$ cat config.mk
export PLATFORM = sky130hd
export DESIGN_NAME = pattern_scan_engine_flat
export DESIGN_NICKNAME = d
export VERILOG_FILES = /design/src/rtl/pattern_scan_engine_pkg.sv /design/src/rtl/pattern_scan_engine_if.sv /design/src/rtl/pattern_scan_engine_window_match.sv /design/src/rtl/pattern_scan_engine.sv /design/src/flat_wrapper.sv
export SDC_FILE = /design/constraint.sdc
export NUM_CORES = 1
export LEC_CHECK = 0
export BUFFER_PORTS_ARGS = -buffer_cell sky130_fd_sc_hd__buf_2
export CAP_MARGIN = 5
export CORE_MARGIN = 1.5
export CORE_UTILIZATION = 60
export CTS_BUF_LIST = sky130_fd_sc_hd__clkbuf_8
export CTS_CLUSTER_SIZE = 28
export DETAILED_ROUTE_END_ITERATION = 10
export GPL_ROUTABILITY_DRIVEN = 0
export PLACE_DENSITY_LB_ADDON = 0.15
export SYNTH_ARGS = -nofsm -noshare
export SYNTH_HDL_FRONTEND = slang
export SYNTH_SLANG_ARGS = --single-unit
export TNS_END_PERCENT = 10
$ cat constraint.sdc
create_clock -name clk -period 12.2 [get_ports clk]
set_input_delay 0.61 -clock clk [delete_from_list [all_inputs] [get_ports clk]]
set_output_delay 0.61 -clock clk [all_outputs]
set_load 0.02 [all_outputs]
$ cat src/rtl/pattern_scan_engine_pkg.sv
// Shared types and constants for the pattern scan coprocessor.
// States, default memory map and window geometry live here.
package pse_pkg;

  typedef enum logic [2:0] {
    IDLE,
    LOAD,
    SCAN,
    WRITE,
    DONE
  } pse_state_t;

  localparam int unsigned MSG_BASE_DEF = 0;
  localparam int unsigned NBYTES_DEF   = 32;
  localparam int unsigned PAT_ADDR_DEF = 32;
  localparam int unsigned RES_ADDR_DEF = 33;

  localparam int PAT_W = 5;
  localparam int N_WIN = 4;

  function automatic logic [2:0] popcount4(input logic [3:0] v);
    return {2'b00, v[0]} + {2'b00, v[1]} + {2'b00, v[2]} + {2'b00, v[3]};
  endfunction

endpackage

$ cat src/rtl/pattern_scan_engine_if.sv
// Data-memory port shared between the CPU core and the scan engine.
// The engine drives it through the master modport; the memory is the slave.
interface pattern_scan_engine_if;
  logic [7:0] mem_addr;
  logic [7:0] mem_rd_data;
  logic       mem_wr_en;
  logic [7:0] mem_wr_data;

  modport master (
    output mem_addr,
    output mem_wr_en,
    output mem_wr_data,
    input  mem_rd_data
  );

  modport slave (
    input  mem_addr,
    input  mem_wr_en,
    input  mem_wr_data,
    output mem_rd_data
  );
endinterface

$ cat src/rtl/pattern_scan_engine_window_match.sv
// Counts 5-bit pattern hits for one message byte: four windows inside the
// byte and four windows straddling the previous byte's low nibble.
module window_match
  import pse_pkg::*;
(
  input  logic [PAT_W-1:0] pat,
  input  logic [3:0]       prev,
  input  logic [7:0]       b,
  input  logic             first,
  output logic [2:0]       n_in,
  output logic [2:0]       n_x
);

  logic [11:0] chain;
  logic [3:0]  hit_in;
  logic [3:0]  hit_x;

  assign chain = {prev, b};

  // Windows chain[k+4:k]: k=0..3 lie inside b, k=4..7 reach back into prev.
  always_comb begin
    hit_in = '0;
    hit_x  = '0;
    for (int k = 0; k < N_WIN; k++) begin
      hit_in[k] = (chain[k +: PAT_W] == pat);
      hit_x[k]  = !first && (chain[k + N_WIN +: PAT_W] == pat);
    end
  end

  assign n_in = popcount4(hit_in);
  assign n_x  = popcount4(hit_x);

endmodule

$ cat src/rtl/pattern_scan_engine.sv
// Program-3 coprocessor: loads the pattern, scans the message byte by byte
// and writes the three match counts back through the shared memory port.
module pattern_scan_engine
  import pse_pkg::*;
#(
  parameter int unsigned MSG_BASE = MSG_BASE_DEF,
  parameter int unsigned NBYTES   = NBYTES_DEF,
  parameter int unsigned PAT_ADDR = PAT_ADDR_DEF,
  parameter int unsigned RES_ADDR = RES_ADDR_DEF
)(
  input  logic                  clk,
  input  logic                  reset,
  input  logic                  start,
  output logic                  done,
  output logic                  busy,
  pattern_scan_engine_if.master mem
);

  pse_state_t       state;
  pse_state_t       state_nxt;
  logic [7:0]       idx;
  logic [7:0]       ctb;
  logic [7:0]       cto;
  logic [7:0]       cts;
  logic [PAT_W-1:0] pat;
  logic [3:0]       prev;
  logic [2:0]       n_in;
  logic [2:0]       n_x;
  logic             last_byte;
  logic             last_write;
  logic             accept;

  assign last_byte  = (idx == 8'(NBYTES - 1));
  assign last_write = (idx == 8'd2);
  assign accept     = ((state == IDLE) || (state == DONE)) && start;

  window_match u_window_match (
    .pat   (pat),
    .prev  (prev),
    .b     (mem.mem_rd_data),
    .first (idx == 8'd0),
    .n_in  (n_in),
    .n_x   (n_x)
  );

  always_ff @(posedge clk or posedge reset) begin
    if (reset) begin
      state <= IDLE;
    end else begin
      state <= state_nxt;
    end
  end

  always_comb begin
    state_nxt = state;
    unique case (state)
      IDLE, DONE: if (start) state_nxt = LOAD;
      LOAD:       state_nxt = SCAN;
      SCAN:       if (last_byte) state_nxt = WRITE;
      WRITE:      if (last_write) state_nxt = DONE;
      default:    state_nxt = IDLE;
    endcase
  end

  // The index walks the message in SCAN, then is reused to sequence the writes.
  always_ff @(posedge clk or posedge reset) begin
    if (reset) begin
      idx  <= '0;
      ctb  <= '0;
      cto  <= '0;
      cts  <= '0;
      pat  <= '0;
      prev <= '0;
    end else if (accept) begin
      idx  <= '0;
      ctb  <= '0;
      cto  <= '0;
      cts  <= '0;
      prev <= '0;
    end else begin
      unique case (state)
        LOAD: pat <= mem.mem_rd_data[7:3];
        SCAN: begin
          ctb  <= ctb + {5'b0, n_in};
          cto  <= cto + {7'b0, (n_in != 3'd0)};
          cts  <= cts + {5'b0, n_in} + {5'b0, n_x};
          prev <= mem.mem_rd_data[3:0];
          idx  <= last_byte ? 8'd0 : idx + 8'd1;
        end
        WRITE: idx <= idx + 8'd1;
        default: ;
      endcase
    end
  end

  always_comb begin
    busy            = 1'b0;
    done            = (state == DONE);
    mem.mem_addr    = '0;
    mem.mem_wr_en   = 1'b0;
    mem.mem_wr_data = '0;
    unique case (state)
      LOAD: begin
        busy         = 1'b1;
        mem.mem_addr = 8'(PAT_ADDR);
      end
      SCAN: begin
        busy         = 1'b1;
        mem.mem_addr = 8'(MSG_BASE) + idx;
      end
      WRITE: begin
        busy          = 1'b1;
        mem.mem_addr  = 8'(RES_ADDR) + idx;
        mem.mem_wr_en = 1'b1;
        unique case (idx)
          8'd0:    mem.mem_wr_data = ctb;
          8'd1:    mem.mem_wr_data = cto;
          default: mem.mem_wr_data = cts;
        endcase
      end
      default: ;
    endcase
  end

endmodule

$ cat src/flat_wrapper.sv
// flat-port wrapper written by rule: the top's interface ports become plain ports
module pattern_scan_engine_flat import pse_pkg::*;
#(
  parameter int unsigned MSG_BASE = MSG_BASE_DEF,
  parameter int unsigned NBYTES   = NBYTES_DEF,
  parameter int unsigned PAT_ADDR = PAT_ADDR_DEF,
  parameter int unsigned RES_ADDR = RES_ADDR_DEF
)
  (clk, reset, start, done, busy, mem_mem_addr, mem_mem_wr_en, mem_mem_wr_data, mem_mem_rd_data);
  pattern_scan_engine_if mem_i ();
  input  logic clk;
  input  logic reset;
  input  logic start;
  output logic done;
  output logic busy;
  output wire logic [$bits(mem_i.mem_addr)-1:0] mem_mem_addr;
  output wire logic [$bits(mem_i.mem_wr_en)-1:0] mem_mem_wr_en;
  output wire logic [$bits(mem_i.mem_wr_data)-1:0] mem_mem_wr_data;
  input wire logic [$bits(mem_i.mem_rd_data)-1:0] mem_mem_rd_data;
  assign mem_mem_addr = mem_i.mem_addr;
  assign mem_mem_wr_en = mem_i.mem_wr_en;
  assign mem_mem_wr_data = mem_i.mem_wr_data;
  assign mem_i.mem_rd_data = mem_mem_rd_data;
  pattern_scan_engine #(.MSG_BASE(MSG_BASE), .NBYTES(NBYTES), .PAT_ADDR(PAT_ADDR), .RES_ADDR(RES_ADDR)) u_core (.clk(clk), .reset(reset), .start(start), .done(done), .busy(busy), .mem(mem_i));
endmodule
-- Yosys cells after proc, flatten, opt, wreduce, memory -nomap -nowiden
Index checks and enable logic that the tools add are counted.
- output and inout bits: 19
- word-level logic and storage cells: 74
- bits of input ports: 11
- flip-flop bits (word level): 44
- add/sub/neg operators: 12
- bitwise logic cells: 1
- mux-type cells: 20
- equal/unequal tests: 18
- reductions and logical operators: 16
- operator list (kind ; count):
    2-to-1 mux 8 bit ; 9
    == test 5 bit ; 8
    one-hot mux 8 bit (2 select lines) ; 2
    adder 8 x 3 -> 8 bit ; 3
    one-hot mux 8 bit (3 select lines) ; 1
    one-hot mux 3 bit (4 select lines) ; 1
    2-to-1 mux 3 bit ; 3
    adder 6 x 8 -> 8 bit, first input constant ; 1
    adder 8 x 1 -> 8 bit ; 1
    adder 8 x 1 -> 8 bit, second input constant ; 1
    == test 8 x 1 -> 1 bit, second input constant ; 1
    == test 8 x 2 -> 1 bit, second input constant ; 1
    == test 8 x 5 -> 1 bit, second input constant ; 1
    zero test 8 bit ; 1
    2-to-1 mux 4 bit ; 2
    adder 2 x 1 -> 3 bit ; 2
    adder 3 x 1 -> 3 bit ; 2
    == test 3 x 2 -> 1 bit, second input constant ; 2
    nonzero test 3 bit ; 2
    logical AND 1 bit ; 5
    adder 1 x 1 -> 2 bit ; 2
    != test 2 x 1 -> 1 bit, second input constant ; 2
    == test 3 x 1 -> 1 bit, second input constant ; 1
    == test 3 bit, second input constant ; 1
    other kinds (11) ; 12

-- Depth between registers and ports, before layout
Gate-level depths: netlist of the first run.
- word-level depth: 9
- gate-level depth with buffers: 16
- gate-level depth less buffers: 14

-- Hierarchy
A second synthesis of the first run with hierarchy kept.
- cell total of the unflattened synthesis: 345
- area total of the unflattened synthesis: 3310.7 um2
- modules (own cells, without submodules) (module ; cells an instance ; instances ; area each (um2) ; seq. area each (um2)):
    pattern_scan_engine ; 271 ; 1 ; 2692.6 ; 1101.1
    window_match ; 74 ; 1 ; 618.1 ; 0.0

-- Least setup slack after synthesis of the first run
Ideal clock, no wire load.
- kind: input to register
- start point: input port mem_mem_rd_data[4]
- end point: register u_core.cts[6]
- data required time: 12.100 ns
- library setup time: 0.100 ns
- slack: 8.059 ns
- cell stages on the path: 15
- data arrival time: 4.041 ns
- buffers on the path: 1
- cells stage by stage: buf_1 xor2_1 nor3_1 nand3_1 fa_1 inv_1 ha_1 ha_1 ha_1 ha_1 fa_1 a21o_1 a22o_1 mux2i_1 nor4bb_1
- cells in the longest elaborated chain, start to end: 8
- elaborated cells on any way between the ends: 16
- those cells by class: add/sub (8); eq/ne (5); mux (2); reduce/logical (1)
- RTL lines (item ; RTL line ; text):
    start: declaration ; flat_wrapper.sv:19 ; input wire logic [$bits(mem_i.mem_rd_data)-1:0] mem_mem_rd_data;
    == test 5 bit (on tied branches) ; pattern_scan_engine_window_match.sv:25, pattern_scan_engine_window_match.sv:26 ;
    adder 1 x 1 -> 2 bit / logical AND 1 bit (equally long branches) ; pattern_scan_engine_pkg.sv:22, pattern_scan_engine_window_match.sv:26 ;
    adder 2 x 1 -> 3 bit / adder 1 x 1 -> 2 bit (equally long branches) ; pattern_scan_engine_pkg.sv:22 ; return {2'b00, v[0]} + {2'b00, v[1]} + {2'b00, v[2]} + {2'b00, v[3]};
    adder 3 x 1 -> 3 bit / adder 2 x 1 -> 3 bit (equally long branches) ; pattern_scan_engine_pkg.sv:22 ;
    adder 8 x 3 -> 8 bit / adder 3 x 1 -> 3 bit (equally long branches) ; pattern_scan_engine.sv:86, pattern_scan_engine_pkg.sv:22 ;
    adder 8 x 3 -> 8 bit * ; pattern_scan_engine.sv:86 ; cts <= cts + {5'b0, n_in} + {5'b0, n_x};
    2-to-1 mux 8 bit * ; pattern_scan_engine.sv:81 ; unique case (state)
    2-to-1 mux 8 bit * ; pattern_scan_engine.sv:74 ; end else if (accept) begin
    end signal: assignment ; pattern_scan_engine.sv:86 ;
    end: declaration ; pattern_scan_engine.sv:24 ; logic [7:0] cts;
Every way passes the cells marked *; elsewhere a longest branch is shown, timed or not. The select of a mux whose other input is x is not followed.
A chain may end at the register's enable or synchronous reset.

-- Worst setup path after layout of the first run
- start point: register u_core.pat[1]
- end point: register u_core.cts[6]
- cells in the longest elaborated chain, start to end: 8
- elaborated cells on any way between the ends: 22
- those cells by class: add/sub (8); eq/ne (8); mux (2); reduce/logical (4)
- RTL lines (item ; RTL line ; text):
    start: declaration ; pattern_scan_engine.sv:25 ; logic [PAT_W-1:0] pat;
    start signal: assignment ; pattern_scan_engine.sv:82 ; LOAD: pat <= mem.mem_rd_data[7:3];
    == test 5 bit (on tied branches) ; pattern_scan_engine_window_match.sv:25, pattern_scan_engine_window_match.sv:26 ;
    adder 1 x 1 -> 2 bit / logical AND 1 bit (equally long branches) ; pattern_scan_engine_pkg.sv:22, pattern_scan_engine_window_match.sv:26 ;
    adder 2 x 1 -> 3 bit / adder 1 x 1 -> 2 bit (equally long branches) ; pattern_scan_engine_pkg.sv:22 ;
    adder 3 x 1 -> 3 bit / adder 2 x 1 -> 3 bit (equally long branches) ; pattern_scan_engine_pkg.sv:22 ;
    adder 8 x 3 -> 8 bit / adder 3 x 1 -> 3 bit (equally long branches) ; pattern_scan_engine.sv:86, pattern_scan_engine_pkg.sv:22 ;
    adder 8 x 3 -> 8 bit * ; pattern_scan_engine.sv:86 ;
    2-to-1 mux 8 bit * ; pattern_scan_engine.sv:81 ;
    2-to-1 mux 8 bit * ; pattern_scan_engine.sv:74 ;
Marked as above.

==> out/results.txt, run 1 <==
The flow ran to the end, and the final reports show no timing, DRC or antenna violations. CTS placed an instance of sky130_fd_sc_hd__clkbuf_8 at the clock tree root. Across the routed clock network, the largest skew measured is 0.0105 ns. In the finished design, the share of the clock period the worst path needs comes to 34.4%.

The first-pass GRT wire length was 12700 um; the required time at the endpoint of the critical path was 12.41 ns. From bottom edge to top edge, the die measures 78.1 um. The total overflow left after global routing is 0.

The floorplan core area came out at 5470 um2. After routing the design area is 3610 um2. The gate count after technology mapping was 371.

The fmax was 0.238 GHz; the clock sink count was 44. The fraction of synthesis flops using an asynchronous set or reset pin came out at 100%. From left edge to right edge, the die measures 78.1 um. The worst setup path is captured at a flip-flop.

Of the total synthesized cell area, the portion taken by full adders, half adders and majority gates is 9.75%. The internal portion of the total power is 0.000413 W. The count of buffers added on input and output ports is 29.

Endpoint of the most critical register-to-register path: u_core.cts[6]. The tools report the register-to-register path setup slack as 8.00 ns. Global routing consumed, over all layers together, 26.3% of the routing resources.

The clock slew at the register clock pins of the worst setup and hold paths came out at 0.09 ns. Across the run, the number of max-cap violations was 0. The switching component of the power is 0.000378 W, and the number of synthesis warnings is 0. The via count of the first global-routing pass is 2655. In this run the remaining antenna-violating nets after routing total 0. Yosys mapped the design onto 49 distinct sky130hd cell types. The tools report the worst slack at placement as 7.86 ns.

In the synthesized netlist the dominant register cell turns out to be sky130_fd_sc_hd__dfrtp_1. Counting cells, the worst reg-to-reg path comes to 14. Area of the mapped netlist: 3390 um2.

The slew of the pin with the lowest slew margin was 0.928 ns; the final critical delay including setup and external delays was 4.20 ns. The sum of routed wire length over all layers came out at 7340 um. The final hold slack is 0.431 ns.

The class of the most critical setup path is flip-flop to flip-flop. The run gives 5 as the number of clock buffers inserted by TritonCTS. The remaining routing DRC violations came out at 0. Net switching is 47.8% of the power. For the effective utilization at floorplan, the log shows 61.9%.

Post-DP HPWL: 5350 um. The launching element type of the critical path was a flip-flop. The final worst slack was 8.00 ns; the total leakage power was 1.75 nW.

The number of pins exceeding their max-slew limit in the final report is 0, and the total power is 0.000791 W. Post-CTS repair changed the size of 0 cells. The first detailed-routing pass ran for 4 iterations. TritonCTS built the clock tree. The clock tree synthesis step divided the H-tree into 2 levels. Once placement finished, the instance area stood at 3520 um2. Net count after synthesis: 406. Using the TritonRoute via totals, the vias-per-cell ratio works out to 6.00.

In the final layout, the share of cells above drive strength 1 is 12.5%. The via count of the routed design is 2728. The main combinational cell family by area after synthesis is simple AND/OR/NAND/NOR gates. The average wire length per cell after detail routing is 16.1 um.

The run gives 477 as the number of fill cells in the layout. After synthesis, the share of cell area in mux cells is 4.03%. Data arrives at the worst endpoint at 4.41 ns.

Setup repair after global routing left no endpoint under its margin. Combinational logic is responsible for 52.6% of the overall power. The initial antenna violation count was 0; the largest net degree at the start of global routing was 45. The count of endpoints failing hold in the final timing report is 0, and the maximum resistive drop on vdd is 0.149 mV.

The area enclosed by the die boundary came out at 6110 um2. In this run the power density over the cells is 219 nW/um2. In the layout the commonest cells are 44 x sky130_fd_sc_hd__dfrtp_1, 33 x sky130_fd_sc_hd__xor2_1, 29 x sky130_fd_sc_hd__buf_2, 26 x sky130_fd_sc_hd__nand2_1, 22 x sky130_fd_sc_hd__xnor2_1. The tools report the proportion of power drawn by flip-flops and latches as 35.7%. The placement row count is 27, and the share of the yosys chip area belonging to registers is 32.5%. The fraction of synthesized cell area in xor and xnor cells is 14.2%, and the post-synthesis register bit count is 44. The startpoint identified for the worst register-to-register timing path is u_core.pat[1]. In this run the deepest clock path goes through 2 buffers. Once the clock tree was built, the setup fixing pass inserted 0 buffers.

In this run, synthesis inferred 0 flip-flops with an integrated enable. The run gives 0 ns as the summed negative setup slack over all endpoints. The net count of the finished layout is 417. At the later pin of the worst-skew pair, clock insertion delay measures 0.31 ns. The worst pin sits at a relative slew slack of 37.9%. Per report_power, the clock group accounts for 11.6% of the total. The tools report the number of antenna repair diodes as 0. Summing the areas of all compound-gate instances in the mapped netlist gives 15.7% of the synthesized area. Compared with the post-synthesis result, the final layout area differs by 6.50%.

The hold buffer count at CTS was 0; the synthesized area divided by synthesized cell count was 9.13 um2. The highest fanout seen on the critical path was 9; the number of DRC violations after detailed-routing iteration 0 was 145. I/O pin count: 30. The tightest min-delay check is of the input pin to asynchronous set/reset pin type.

Leaving out fill and tap cells, the most frequent cell in the layout is sky130_fd_sc_hd__dfrtp_1. The synthesized-area fraction occupied by and/or/nand/nor cells was 19.0%; the setup violation total in the final timing report was 0.
## layout make-up
type	instances	area, um2	share of cell area, %
timing repair buffer	32	168	4.65
multi-input combinational	289	2120	58.9
sequential	44	1100	30.5
inverter	10	37.5	1.04
clock inverter	3	18.8	0.520
tap	72	90.1	2.50
clock buffer	5	68.8	1.91
## power by group through the flow
stage               clock (W)  combinational [W]  sequential (W)
floorplan                   0           0.000382        0.000222
global placement            0           0.000409        0.000283
detailed placement          0           0.000417        0.000283
CTS                 0.0000951           0.000420        0.000281
global route         0.000103           0.000470        0.000292
finish              0.0000921           0.000416        0.000283
## cells by family after synthesis
kind of cell,Yosys count
simple gates,122
compound gates,75
xor+xnor,55
flops,44
buf+inv,38
fa+ha+maj,24
mux,13
## critical path, stage by stage (launching register included)
cell and delay (ns):
sky130_fd_sc_hd__dfrtp_1 0.64, sky130_fd_sc_hd__xor2_1 0.16, sky130_fd_sc_hd__nor3_1 0.20, sky130_fd_sc_hd__nand3_1 0.13, sky130_fd_sc_hd__fa_1 0.55, sky130_fd_sc_hd__inv_1 0.05
sky130_fd_sc_hd__ha_1 0.18, sky130_fd_sc_hd__ha_1 0.35, sky130_fd_sc_hd__ha_1 0.30, sky130_fd_sc_hd__ha_1 0.33, sky130_fd_sc_hd__fa_1 0.46, sky130_fd_sc_hd__a21o_1 0.21
sky130_fd_sc_hd__a22o_1 0.20, sky130_fd_sc_hd__mux2i_1 0.13, sky130_fd_sc_hd__nor4bb_1 0.20
## sequential cells by signal, indices dropped and copies added, names as in the netlist
signal,count
u_core.ctb,8
u_core.cto,8
u_core.cts,8
u_core.idx,8
u_core.pat,5
u_core.prev,4
u_core.state,3
## synth_stat cells, types with 2 or more instances
cell type	count	area (um2)
sky130_fd_sc_hd__a31oi_1	3	18.8
sky130_fd_sc_hd__buf_1	5	18.8
sky130_fd_sc_hd__a221o_1	8	80.1
sky130_fd_sc_hd__nand4_1	10	62.6
sky130_fd_sc_hd__buf_2	4	20.0
sky130_fd_sc_hd__nor4_1	5	31.3
sky130_fd_sc_hd__or3_1	3	18.8
sky130_fd_sc_hd__a21oi_1	10	50.1
sky130_fd_sc_hd__and2_1	5	31.3
sky130_fd_sc_hd__nor3b_1	2	15.0
sky130_fd_sc_hd__mux2i_1	8	80.1
sky130_fd_sc_hd__a21o_1	4	30.0
sky130_fd_sc_hd__and3_1	15	93.8
sky130_fd_sc_hd__mux2_2	5	56.3
sky130_fd_sc_hd__nor2_1	21	78.8
sky130_fd_sc_hd__o211ai_1	3	22.5
sky130_fd_sc_hd__o31ai_1	4	30.0
sky130_fd_sc_hd__dfrtp_1	44	1100
sky130_fd_sc_hd__fa_1	4	80.1
sky130_fd_sc_hd__clkbuf_1	17	63.8
sky130_fd_sc_hd__ha_1	20	250
sky130_fd_sc_hd__nand3_1	14	70.1
sky130_fd_sc_hd__xnor2_1	22	193
sky130_fd_sc_hd__xor2_1	33	289
sky130_fd_sc_hd__o21ai_0	20	100
sky130_fd_sc_hd__nand2b_1	4	25.0
sky130_fd_sc_hd__buf_6	2	22.5
sky130_fd_sc_hd__nor3_1	7	35.0
sky130_fd_sc_hd__inv_1	10	37.5
sky130_fd_sc_hd__or4_1	2	15.0
sky130_fd_sc_hd__a211oi_1	3	22.5
sky130_fd_sc_hd__nand2_1	26	97.6
sky130_fd_sc_hd__a22o_1	12	105
## metrics by stage
step / std cells / utilization (%)
6_report: 455 / 65.9
2_1_floorplan: 371 / -
5_1_grt: 455 / 65.9
3_3_place_gp: 447 / 64.3
4_1_cts: 455 / 65.9
3_5_place_dp: 447 / 64.3
## worst max-delay path by stage
stage | to | cells after the start | start | slack (ns)
floorplan | u_core.cts[6] | 15 | mem_mem_rd_data[4] | 8.06
global placement | u_core.cts[6] | 15 | mem_mem_rd_data[1] | 7.98
detailed placement | u_core.cts[6] | 15 | mem_mem_rd_data[1] | 7.86
CTS | u_core.cts[6] | 14 | u_core.pat[1] | 7.99
global route | u_core.cts[6] | 14 | u_core.pat[1] | 7.61
finish | u_core.cts[6] | 14 | u_core.pat[1] | 8.00
## layer usage
| metal | track usage, % | vias to the layer above | routed length [um] |
|---|---|---|---|
| met4 | 7.68 | 0 | 122 |
| met5 | 0 | - | 0 |
| met2 | 42.3 | 53 | 3450 |
| li1 | - | 1348 | - |
| met3 | 3.95 | 11 | 245 |
| met1 | 36.9 | 1316 | 3520 |
Note: power is estimated with default switching activity, not from simulation.
==> run 2: changes to the inputs <==
ABC_AREA = 1   (was not set)
clock period = 4.21 ns   (was 12.2 ns; I/O delays follow)
==> run 2 against run 1 <==
Effect of this change: register-to-register slack worse by 7.7 ns; sequential share of layout area is 1.4 points lower; sequential cell count stayed put; maximum frequency is 7.3% higher; critical path depth is 2 higher; clock power grew to 3.8 times the previous value; synthesized cell count is 32% higher; global-route usage is 1.6 points higher; via count is 19% higher; first-iteration DRC count is 41% higher; critical path type unchanged.
==> out/results.txt, run 2 <==
The run finished with clean final reports. The logs give 2 (unchanged) for the count of H-tree levels built during CTS and 13900 um (+9.4%) for the first-pass GRT wire length. The logs give 0 (unchanged) for the number of max-capacitance violations reported and 0.00732 ns (-0.00314 ns) for the worst clock skew on the final layout. The register-to-register path setup slack was 0.30 ns (-7.70 ns). The setup violation total in the final timing report is 0 (unchanged), and the post-synthesis register bit count is 44 (unchanged). The horizontal die dimension works out to 79.4 um (+1.7%).

For the iteration count of the initial detailed-routing pass, the log shows 5 (+1). Floorplan core area: 5570 um2 (+1.9%). Class of the most critical setup path: flip-flop to flip-flop. The number of fill cells in the layout was 507 (+6.3%).

In the layout the commonest cells are 104 x sky130_fd_sc_hd__nand2_1, 59 x sky130_fd_sc_hd__inv_1, 58 x sky130_fd_sc_hd__nor2_1, 43 x sky130_fd_sc_hd__dfrtp_1, 40 x sky130_fd_sc_hd__nand3_1. For the remaining routing DRC violations, the log shows 0 (unchanged). The tools report the relative contribution of combinational cells to total power as 54.5% (+1.9 points).

The cell area power density is 628 nW/um2 (+190%), and the gate count after technology mapping is 491 (+32%). The depth of the worst register-to-register path came out at 16 (+2). Summed negative setup slack over all endpoints: 0 ns (unchanged).

The via count of the routed design was 3245 (+19%); the number of pins exceeding their max-slew limit in the final report was 0 (unchanged). The number of input and output port buffers inserted came out at 29 (unchanged). The post-DP HPWL was 5990 um (+12%); the clock sink count was 44 (unchanged). The average wire length per cell after detail routing was 13.8 um (-15%); the total leakage power was 2.00 nW (+14%).

The proportion of power drawn by flip-flops and latches was 30.9% (-4.8 points). For the number of synthesis warnings, the log shows 0 (unchanged). For the placement row count, the log shows 27 (unchanged). After synthesis, the most frequently instantiated cells are 104 x sky130_fd_sc_hd__nand2_1, 60 x sky130_fd_sc_hd__inv_1, 58 x sky130_fd_sc_hd__nor2_1.

The vias per cell is 5.56 (-7.3%). The overflow left after global routing was 0 (unchanged); the placed instance count was 576 (+29%). The largest total area in the synthesized netlist belongs to sky130_fd_sc_hd__dfrtp_1. The number of DRC violations after detailed-routing iteration 0 was 205 (+41%); the insertion delay to the later sink of the worst-skew pair was 0.29 ns (-0.02 ns). The run gives 34 (-31%) as the number of library cell types mapped by synthesis. The endpoint of the most critical register-to-register path was u_core.cts[6].

The tools report the count of endpoints failing hold in the final timing report as 0 (unchanged). The fraction of final layout cells with drive strength greater than 1 is 11.1% (-1.4 points). The effective utilization at floorplan was 62.9% (+0.98 points); the highest fanout seen on the critical path was 10 (+1). Setup repair after global routing left no endpoint under its margin. The die extent in y works out to 79.4 um (+1.7%).

The worst setup path is launched from a flip-flop. The clock slew at the register clock pins of the worst setup and hold paths is 0.09 ns (about the same). By instance count, the leading cell after synthesis is sky130_fd_sc_hd__nand2_1. The share of the yosys chip area belonging to registers was 31.4% (-1.1 points). The tools report the number of antenna repair diodes as 0 (unchanged).

The logs give 4.40 ns (-8.01 ns) for the required time at the endpoint of the critical path and 5 (unchanged) for the number of clock buffers inserted by TritonCTS. The tools report the fmax as 0.256 GHz (+7.3%). The logs give 0 (unchanged) for the initial antenna violation count and 584 (+28%) for the final cell count without fillers. The run gives 3500 um2 (+3.5%) as the area of the mapped netlist.

The clock root buffer is sky130_fd_sc_hd__clkbuf_8. For the maximum number of buffers from clock root to sink, the log shows 2 (unchanged). The run gives 3130 (+18%) as the via count of the first global-routing pass. The logs give 6310 um2 (+3.3%) for the area enclosed by the die boundary and 526 (+30%) for the net count after synthesis. Fraction of synthesis flops using an asynchronous set or reset pin: 100% (unchanged). Among all flip-flop cells after synthesis, the most frequent one is sky130_fd_sc_hd__dfrtp_1. Synthesized area divided by synthesized cell count: 7.14 um2 (-22%).

The arrival time at the worst endpoint is 4.10 ns (-0.31 ns). In this run the critical register-to-register path is launched from u_core.pat[3]. The remaining antenna violation count was 0 (unchanged); the final critical delay including setup and external delays was 3.91 ns (-0.287 ns). The sum of routed wire length over all layers is 8040 um (+9.5%). The total global routing track utilization came out at 27.9% (+1.6 points). Largest net degree at the start of global routing: 45 (unchanged).

The run gives 3660 um2 (+3.9%) as the instance area at placement. The share of Yosys cell area claimed by the top area cell type was 31.4% (-1.1 points); the total number of nets in the final design was 546 (+31%). The synthesis-to-finish area growth came out at 7.89%.

The logs give 0.00121 W (+190%) for the cell internal power dissipation and 0.434 mV (+190%) for the maximum resistive drop on vdd. The run gives 0 (unchanged) as the buffers inserted during post-CTS setup optimization. For the switching component of the power, the log shows 0.00116 W (+210%). Endpoint kind of the worst setup timing path: a flip-flop.

The cell area after layout is 3780 um2 (+4.8%), and the slew of the pin with the lowest slew margin is 0.590 ns (-0.338 ns). The clock network fraction of total power was 14.6% (+3.0 points); the I/O pin count was 30 (unchanged). The tightest min-delay check is of the input pin to asynchronous set/reset pin type.

TritonCTS built the clock tree. Leading cell type in the layout, fill and taps excluded: sky130_fd_sc_hd__nand2_1. The part of the cycle the worst path needs is 92.9% (+58 points), and the fraction of power spent switching nets is 49.0% (+1.1 points).

By area the synthesized netlist is led by sky130_fd_sc_hd__dfrtp_1 31%, sky130_fd_sc_hd__nand2_1 11%, sky130_fd_sc_hd__ha_1 7.1%. The run gives 60.7% (+23 points) as the relative slew slack. Number of enable-type register cells in the synthesized netlist: 0 (unchanged).
==> run 2: changes by cell type after synthesis, sizes merged, moves of 10 or more <==
cell / previous run / this run
and3: 15 / 2
clkbuf: 17 / 7
inv: 10 / 65
nand2: 26 / 105
nand3: 14 / 42
nor2: 21 / 64
o22ai: 0 / 12
xor2: 33 / 18
==> run 2: area by class of cell <==
type,count,area (um2),area share (%)
Clock buffer,6,82.6,2.18
Clock inverter,2,38.8,1.03
Inverter,65,244,6.45
Multi-Input combinational cell,363,2060,54.4
Sequential cell,44,1100,29.2
Tap cell,72,90.1,2.38
Timing Repair Buffer,32,168,4.43
==> run 2: logic make-up (layout without fill, tap and decap cells) <==
group	count (synthesis)	in the layout	synth area share (%)
fa+ha+maj	24	24	9.43
simple gates	240	240	30.0
xor+xnor	37	37	9.25
buf+inv	84	105	9.93
compound gates	62	62	10.0
flops	44	44	31.4
==> run 2: what timing repair did <==
action / in CTS / in global routing
hold buffers: 0 / 0
setup endpoints to repair: 0 / 1
resized for setup: 0 / 1
==> run 2: worst max path at each step <==
stage                     slack [ns]     startpoint       endpoint
after floorplan                 0.49  u_core.pat[0]  u_core.cts[6]
after global placement          0.36  u_core.pat[1]  u_core.cts[6]
after detailed placement        0.27  u_core.pat[1]  u_core.cts[6]
after CTS                       0.26  u_core.pat[1]  u_core.cts[6]
after global routing           0.006  u_core.pat[0]  u_core.cts[6]
final                           0.30  u_core.pat[3]  u_core.cts[6]
==> run 2: worst max-delay path, stage by stage, from the launching register on <==
cell and delay [ns]:
sky130_fd_sc_hd__dfrtp_1 0.53, sky130_fd_sc_hd__or2_2 0.35, sky130_fd_sc_hd__a21oi_1 0.14, sky130_fd_sc_hd__nand3_1 0.10, sky130_fd_sc_hd__fa_1 0.50, sky130_fd_sc_hd__inv_1 0.06
sky130_fd_sc_hd__ha_1 0.18, sky130_fd_sc_hd__ha_1 0.35, sky130_fd_sc_hd__ha_1 0.31, sky130_fd_sc_hd__ha_1 0.34, sky130_fd_sc_hd__fa_1 0.46, sky130_fd_sc_hd__nand3_1 0.10
sky130_fd_sc_hd__nand2_1 0.07, sky130_fd_sc_hd__nand2_1 0.08, sky130_fd_sc_hd__nand2_1 0.07, sky130_fd_sc_hd__a21oi_1 0.12, sky130_fd_sc_hd__nor2_1 0.06
==> run 2: routing by layer <==
metal  global-route usage, %  part of all wire [%]
met1                    38.4                    49
met2                    45.8                    46
met3                    3.66                   4.3
met4                    8.77                  0.62
met5                       0                     0
==> run 2: power groups by stage <==
stage | logic [W] | registers (W) | clock network [W]
2_1_floorplan | 0.00111 | 0.000635 | 0
3_3_place_gp | 0.00126 | 0.000729 | 0
3_5_place_dp | 0.00129 | 0.000739 | 0
4_1_cts | 0.00129 | 0.000730 | 0.000357
5_1_grt | 0.00146 | 0.000755 | 0.000367
6_report | 0.00129 | 0.000733 | 0.000348
==> run 2: through the flow <==
step / setup slack, ns / power (W) / utilization [%] / hold WS, ns
after floorplan: 0.489 / 0.00174 / - / 0.350
after global placement: 0.361 / 0.00198 / 65.6 / 0.390
after detailed placement: 0.271 / 0.00202 / 65.6 / 0.395
after CTS: 0.260 / 0.00238 / 67.8 / 0.0673
after global routing: 0.00645 / 0.00258 / 67.8 / 0.107
final: 0.299 / 0.00237 / 67.8 / 0.0518
==> run 3: changes to the inputs <==
ABC_CLOCK_PERIOD_IN_PS = 4210   (was not set)
REMOVE_ABC_BUFFERS = 1   (was not set)
==> run 3 against run 2 <==
Effect of this change: non-clock buffer count rose by 2; clock skew rose by 0.0013 ns; combinational power rose by 4%; clock power fell by 20%; critical path type unchanged; critical endpoint unchanged; largest power group unchanged; highest routed layer unchanged.
==> out/results.txt, run 3 (synthesized netlist as in run 2, its figures left out) <==
The clock slew at the register clock pins of the worst setup and hold paths was 0.09 ns (about the same). The fraction of final layout cells with drive strength greater than 1 is 11.3% (+0.15 points). The first-pass GRT wire length was 14300 um (+3.1%). Setup repair after global routing left no endpoint under its margin.

The synthesis-to-finish area growth is 7.82% (about the same). The flow ran to the end, and the final reports show no timing, DRC or antenna violations. The area enclosed by the die boundary was 6310 um2 (unchanged).

The logs give 30 (unchanged) for the I/O pin count and 0 (unchanged) for the remaining antenna violation count. The cell area power density is 621 nW/um2 (-1.0%). STA classifies the critical path endpoint as a flip-flop. The tools report the post-DP HPWL as 6180 um (+3.3%). The logs give 2.01 nW (+0.27%) for the total leakage power and 4.23% (+0.57 points) for the met3 usage in global routing. The tools report the required time at the endpoint of the critical path as 4.40 ns (about the same). The slew of the pin with the lowest slew margin is 0.589 ns (-0.000546 ns). The run gives 3106 (-0.77%) as the via count of the first global-routing pass.

met2 is the most crowded layer. The count of endpoints failing hold in the final timing report came out at 0 (unchanged). The effective utilization at floorplan was 62.9% (unchanged). The number of max-capacitance violations reported was 0 (unchanged); the arrival time at the worst endpoint was 4.12 ns (+0.02 ns). The count of H-tree levels built during CTS is 2 (unchanged). Global routing met2 resource utilization: 49.1% (+3.3 points). In this design, the critical path's most frequently occurring cell is sky130_fd_sc_hd__ha_1. The signal on the critical path passes through xor2_1, a21oi_1, nand3_1, fa_1, inv_1, ha_1, ha_1, ha_1, ha_1, fa_1, nand3_1, nand2_1, nand2_1, nand2_1, a21oi_1, nor2_1.

The tools report the launching element type of the critical path as a flip-flop. The final critical delay including setup and external delays is 3.93 ns (+0.0197 ns), and the average wire length per cell after detail routing is 14.3 um (+4.1%). The logs give 38.8% (+0.48 points) for the global routing usage on met1 and 67.8% (about the same) for the final core utilization. The clock sink count is 44 (unchanged).

The via count of the routed design came out at 3274 (+0.89%). In the layout the commonest cells are 104 x sky130_fd_sc_hd__nand2_1, 61 x sky130_fd_sc_hd__inv_1, 58 x sky130_fd_sc_hd__nor2_1, 42 x sky130_fd_sc_hd__dfrtp_1, 40 x sky130_fd_sc_hd__nand3_1. Leaving out fill and tap cells, the most frequent cell in the layout is sky130_fd_sc_hd__nand2_1. The number of clock buffers inserted by TritonCTS was 5 (unchanged); the highest fanout seen on the critical path was 9 (-1). The cell with the largest stage delay on the worst path is sky130_fd_sc_hd__fa_1. In this run the clock root is driven by a sky130_fd_sc_hd__clkbuf_8.

The vias per cell is 5.59 (+0.55%), and the fmax is 0.254 GHz (-0.50%). The run gives 8390 um (+4.4%) as the sum of routed wire length over all layers. By startpoint and endpoint, the worst setup path is classified as flip-flop to flip-flop. For the number of antenna repair diodes, the log shows 0 (unchanged). Die extent in y: 79.4 um (unchanged). TritonCTS built the clock tree. For the instance area at placement, the log shows 3660 um2 (unchanged). For the number of pins exceeding their max-slew limit in the final report, the log shows 0 (unchanged). Part of the cycle the worst path needs: 93.4% (+0.47 points). The floorplan core area is 5570 um2 (unchanged), and the number of input and output port buffers inserted is 29 (unchanged). The worst slack at placement came out at 0.248 ns (-0.0228 ns). Summed negative setup slack over all endpoints: 0 ns (unchanged).

The number of DRC violations after detailed-routing iteration 0 was 186 (-9.3%). The overflow left after global routing was 0 (unchanged). Setup violation total in the final timing report: 0 (unchanged). Initial antenna violation count: 0 (unchanged). For the final worst slack, the log shows 0.279 ns (-0.0197 ns). The maximum number of buffers from clock root to sink was 2 (unchanged). The insertion delay to the later sink of the worst-skew pair is 0.30 ns (about the same), and the maximum resistive drop on vdd is 0.463 mV (+6.7%).

The total global routing track utilization was 29.0% (+1.0 points); the largest net degree at the start of global routing was 45 (unchanged). The cell area after layout was 3780 um2 (about the same); the horizontal die dimension was 79.4 um (unchanged). The logs give 60.7% (about the same) for the relative slew slack and 0.00858 ns (+0.00125 ns) for the worst clock skew on the final layout. The iteration count of the initial detailed-routing pass is 5 (unchanged), and the placement row count is 27 (unchanged).

The logs give 548 (+0.37%) for the total number of nets in the final design and 0 (unchanged) for the remaining routing DRC violations. The biggest cell delay along the critical path came out at 0.57 ns (+0.04 ns). In this run the worst hold path is classified as input pin to asynchronous set/reset pin.
-- run 3: final cells by class --
type	instances	area, um2
multi-input combinational	363	2060
fill	491	1800
sequential	44	1100
inverter	65	244
timing repair buffer	34	195
tap	72	90.1
clock buffer	6	82.6
clock inverter	2	7.51
-- run 3: final timing paths --
check / startpoint / end / slack (ns) / cells past startpoint
worst min-delay path: reset / u_core.pat[2] / 0.03 / 3
worst max-delay path: u_core.pat[2] / u_core.cts[6] / 0.28 / 16
min in group clk: mem_mem_rd_data[0] / u_core.prev[0] / 0.22 / 3
worst min register to register: u_core.prev[3] / u_core.prev[3] / 0.53 / 2
max in group asynchronous: reset / u_core.pat[1] / 3.74 / 3
worst max register to register: u_core.pat[2] / u_core.cts[6] / 0.28 / 16
-- run 3: power breakdown --
group	switching (W)	internal (W)
Sequential	0.000178	0.000550
Clock	0.000148	0.000129
Combinational	0.000850	0.000493
Total	0.00118	0.00117
-- run 3: layer usage --
metal  part of all wire, %  routed length, um
met5                     0                  0
met2                    48               4010
met1                    46               3860
met4                   1.0                 88
met3                   5.1                428
-- run 3: metrics by stage --
stage / instances / power [W] / hold WS (ns)
global placement: 576 / 0.00198 / 0.386
CTS: 584 / 0.00232 / 0.0570
detailed placement: 576 / 0.00203 / 0.387
finish: 586 / 0.00235 / 0.0327
global route: 586 / 0.00254 / 0.106
floorplan: 472 / 0.00167 / 0.327
-- run 3: worst max-delay path: cells and delay by family, from the launching register on --
kind	cells	cell delay, ns
flip-flops	1	0.54
AO/OA/AOI/OAI	2	0.27
adder cells (fa/ha/maj)	6	2.22
XOR/XNOR	1	0.20
buffers and inverters	1	0.06
AND/OR/NAND/NOR	6	0.52
-- run 3: repair_timing --
| item | CTS | global route |
|---|---|---|
| setup endpoints to repair | 0 | 1 |
| resized for setup | 0 | 2 |
| hold buffers | 0 | 0 |
| setup buffers | 0 | 2 |
